===== config.mk =====
export PLATFORM = sky130hd
export DESIGN_NAME = conv_accum_controller
export DESIGN_NICKNAME = d
export VERILOG_FILES = /design/src/rtl/conv_accum_controller.sv
export SDC_FILE = /design/constraint.sdc
export NUM_CORES = 1
export LEC_CHECK = 0
export BUFFER_PORTS_ARGS = -buffer_cell sky130_fd_sc_hd__buf_4
export CORE_UTILIZATION = 42
export CTS_CLUSTER_DIAMETER = 50
export DETAILED_ROUTE_END_ITERATION = 7
export PLACE_DENSITY = 0.59
export SLEW_MARGIN = 5
export SYNTH_ARGS = -nofsm -noshare
export SYNTH_HDL_FRONTEND = slang
export SYNTH_SLANG_ARGS = --single-unit
export TNS_END_PERCENT = 10

===== constraint.sdc =====
create_clock -name clk -period 21.5 [get_ports clk]
set_input_delay 0 -clock clk [delete_from_list [all_inputs] [get_ports clk]]
set_output_delay 0 -clock clk [all_outputs]
set_load 0.01 [all_outputs]

===== src/rtl/conv_accum_controller.sv =====
// conv_accum_controller: sequences one convolution window into a 32-bit
// signed accumulator. Consumes `taps` sample/coef pairs over valid/ready,
// then holds the sum on a valid/ready output until it is taken.
// Optional macro CONV_ACCUM_SATURATE_EN: clamp on signed overflow instead of wrapping.
module conv_accum_controller #(
   parameter int DATA_W = 16,
   parameter int TAPS_W = 5
) (
   input  logic              clk,
   input  logic              rst,
   input  logic              start,
   input  logic [TAPS_W-1:0] taps,
   input  logic              in_valid,
   output logic              in_ready,
   input  logic [DATA_W-1:0] sample,
   input  logic [DATA_W-1:0] coef,
   output logic              out_valid,
   input  logic              out_ready,
   output logic [31:0]       out_data,
   output logic              overflow,
   output logic              busy
);

   typedef enum logic [1:0] {S_IDLE, S_ACCUM, S_DONE} state_t;

   state_t            state_q, state_d;
   logic [TAPS_W-1:0] cnt_q, cnt_d;
   logic [31:0]       acc_q, acc_d;
   logic              ovf_q, ovf_d;

   logic              start_acc, pair_acc;
   logic signed [31:0] s_ext, c_ext, prod;
   logic [31:0]       sum;
   logic              add_ovf;

   assign start_acc = (state_q == S_IDLE) && start;
   assign pair_acc  = (state_q == S_ACCUM) && in_valid;

   // Operands are sign-extended to the accumulator width so the product is exact.
   assign s_ext   = 32'($signed(sample));
   assign c_ext   = 32'($signed(coef));
   assign prod    = s_ext * c_ext;
   assign sum     = acc_q + prod;
   // Same-sign addends whose sum flips sign: signed overflow.
   assign add_ovf = (acc_q[31] == prod[31]) && (sum[31] != acc_q[31]);

   // State register; reset aborts any window in flight.
   always_ff @(posedge clk) begin
      if (!rst) state_q <= S_IDLE;
      else      state_q <= state_d;
   end

   // Next-state: a zero-length window skips straight to DONE with a zero result.
   always_comb begin
      state_d = state_q;
      case (state_q)
         S_IDLE:  if (start) state_d = (taps == '0) ? S_DONE : S_ACCUM;
         S_ACCUM: if (in_valid && cnt_q == TAPS_W'(1)) state_d = S_DONE;
         S_DONE:  if (out_ready) state_d = S_IDLE;
         default: state_d = S_IDLE;
      endcase
   end

   // Handshake and status outputs decoded purely from state.
   always_comb begin
      in_ready  = (state_q == S_ACCUM);
      out_valid = (state_q == S_DONE);
      busy      = (state_q != S_IDLE);
   end

   // Accumulator, remaining count and sticky overflow next-state.
   always_comb begin
      acc_d = acc_q;
      cnt_d = cnt_q;
      ovf_d = ovf_q;
      if (start_acc) begin
         acc_d = '0;
         cnt_d = taps;
         ovf_d = 1'b0;
      end else if (pair_acc) begin
         cnt_d = cnt_q - TAPS_W'(1);
         ovf_d = ovf_q | add_ovf;
`ifdef CONV_ACCUM_SATURATE_EN
         // Both addends share acc's sign on overflow, so acc's sign picks the rail.
         if (add_ovf) acc_d = acc_q[31] ? 32'h8000_0000 : 32'h7FFF_FFFF;
         else         acc_d = sum;
`else
         acc_d = sum;
`endif
      end
   end

   // Datapath registers.
   always_ff @(posedge clk) begin
      if (!rst) begin
         acc_q <= '0;
         cnt_q <= '0;
         ovf_q <= 1'b0;
      end else begin
         acc_q <= acc_d;
         cnt_q <= cnt_d;
         ovf_q <= ovf_d;
      end
   end

   assign out_data = acc_q;
   assign overflow = ovf_q;

endmodule


==> results.md <==
- Share of cells above drive strength 1: 6.85%
- Fmax: 130 MHz
- CP Class: in2reg
- Sequential element share of the synthesized area: 6.16%
- Leading area contributor after synthesis: fa_1
- Critical path fanouts, max: 16
- Async set or reset register ratio after synthesis: 0%
- Clk root buf: clkbuf_16
- Antenna violations before repair: 0
- Post-synth EDFFs: 0
- RR Startpoint: out_data[0]
- CP max-delay cell: fa_1
- Crit start category: primary input
- CP dominant cell by count: fa_1
- WL final: 31600 um
- Synth top area share: 40.5%
- Clock Skew: 8.09 ps
- Grt peak-use layer: met2
- CTS sink cnt: 40
- Post-Syn Instances: 1504
- H-tree level count: 2
- Syn_nets: 1924
- DP HPWL: 26500 um
- Die area: 31700 um^2
- Post-synthesis register bit count: 40
- Yosys warns: 0
- Period utilisation layout: 35.8%
- Synth top area cells: fa_1 (41%), ha_1 (11%), inv_1 (9.1%)
- Final count of hold timing violations: 0
- Worst skew pair latency: 290 ps
- Slew Limit Fails: 0
- Hold Crit Class: in2reg
- WP data required: 21700 ps
- PortBufs: 77
- Final core occ: 46.2%
- Worst reg2reg path endpoint: out_data[26]
- Unrepaired setup endpoints after global routing: no
- Reg2Reg Setup Slack: 18200 ps
- Crit path capture type: flop
- Slew @ Worst Pin: 1190 ps
- Core Area: 30500 um^2
- # setup viols final: 0
- Setup tns final: 0 ps
- Met2 global-route usage: 34.0%
- Vias in the first global route: 10063
- Die height: 178 um
- Total gr overflow: 0
- Iteration-0 DRC Markers: 461
- Mapped cell area: 13000 um^2
- Num rows: 64
- Max incr delay on CP: 560 ps
- Hold path cells: 3
- Hold EP: cnt_q[4]
- Post-DR vias/cell: 5.15
- Top FF cell, synth: dfxtp_1
- GRT met1 Usage: 31.3%
- WP data arrival: 7900 ps
- # resized after CTS: 0
- Max_cap viols: 0
- Die Wd: 178 um
- Post-DRT Antenna Nets: 0
- CTS Buf Count: 5
- Nets@finish: 1967
- Area grow syn2layout: 8.43%
- Worst-path clk slew: 70 ps
- Status: finished, final reports clean
- WL/cell: 16.3 um
- Initial core utilization: 42.6%
- Grt met3 use: 2.31%
- Antenna Cells: 0
- Via Count: 10006
- Syn Area/Cell: 8.64 um^2
- Final Wtd Congestion: 0.851
- CTS tree: yes
- Post-layout min period: 7700 ps
- CTS max path bufs: 2
- Boundary pin count: 78
- Gr usage total: 21.1%
- Distinct cells, synth: 66
- Reg2Reg Depth: 11
- Pin count of the biggest net entering global routing: 44
- First-pass GRT wire length: 53100 um
- DRC Markers: 0
- 1st-pass router iterations: 6
- Relative slew slack: 20.4%
- Hold Crit Start: taps[4]
## cells in the final DEF, fill, tap and decap left out, types with 18 or more instances in the layout
| cell type | instances |
|---|---|
| xor2_1 | 18 |
| a21oi_1 | 74 |
| and2_1 | 124 |
| nand2_1 | 192 |
| ha_1 | 115 |
| buf_4 | 78 |
| fa_1 | 263 |
| o21ai_0 | 37 |
| xnor2_1 | 38 |
| dfxtp_1 | 40 |
| nor2_1 | 57 |
| inv_1 | 316 |
| a21o_1 | 18 |
## cell families (layout without fill, tap and decap cells)
family / Yosys count / count (layout) / synth area share, %
buf+inv: 363 / 407 / 10.5
xor+xnor: 56 / 56 / 3.77
mux: 1 / 1 / 0.0770
fa+ha+maj: 378 / 378 / 51.6
flops: 40 / 40 / 6.16
compound gates: 211 / 211 / 10.9
simple gates: 455 / 455 / 16.9
## state kept, by name, indices dropped and copies added, names as in the netlist
register,cells
out_data,32
cnt_q,5
state_q,2
overflow,1
## how the worst max path moves through the flow
| stage | endpoint | depth (start not counted) | from |
|---|---|---|---|
| after floorplan | out_data[31] | 30 | coef[1] |
| after global placement | out_data[31] | 31 | sample[8] |
| after detailed placement | out_data[31] | 31 | coef[4] |
| after CTS | out_data[31] | 31 | coef[1] |
| after global routing | out_data[31] | 31 | coef[4] |
| final | out_data[31] | 31 | coef[1] |
## per-stage QoR
stage	cell area, um^2	hold WS [ps]	worst slack (ps)	std cells
3_5_place_dp	13900	291	13570	1931
2_1_floorplan	13000	122	14380	1504
4_1_cts	14100	49.0	13840	1944
5_1_grt	14100	77.9	13350	1944
3_3_place_gp	13900	279	13640	1931
6_report	14100	47.0	13800	1944
## cell usage after synthesis (all sizes together), types with 5 or more instances
master	count
fa	263
and3	5
a21oi	76
dfxtp	40
nor3	14
a221oi	6
nor2	58
nand2	192
nor2b	9
xnor2	38
o21a	5
inv	316
o21bai	7
ha	115
and2	125
clkbuf	43
o21ai	46
nand4	5
nand2b	13
a211oi	12
nand3	13
a21o	18
xor2	18
or2	5
## layout make-up
class | instances | area, um^2
clock buffers | 5 | 125
clock inverters | 3 | 21.3
fillers | 2978 | 16400
inverters | 316 | 1190
multi-input cells | 1101 | 10800
flip-flops and latches | 40 | 801
well taps | 396 | 495
repair buffers | 83 | 636
## metal layers
layer  routed length (um)  up-vias
met4                  241        0
li1                     -     4730
met1                15100     5046
met5                    0        -
met3                 1260       18
met2                15100      212
## repair_timing
action                     in CTS  in global routing
hold buffers                    5                  0
setup endpoints to repair       0                  0
setup buffers                   0                  0
hold endpoints to repair        5                  0
## worst max-delay path: cells and delay by family
kind	cells	cell delay [ps]
buffers and inverters	5	390
and+or+nand+nor	4	920
AOI/OAI and AO/OA	13	2960
adders and majority gates	8	3440
xor gates and xnor gates	1	200
Power is left out: the tool's default activity adds up to more than one toggle a clock period on the data nets, which glitch-free logic cannot reach.
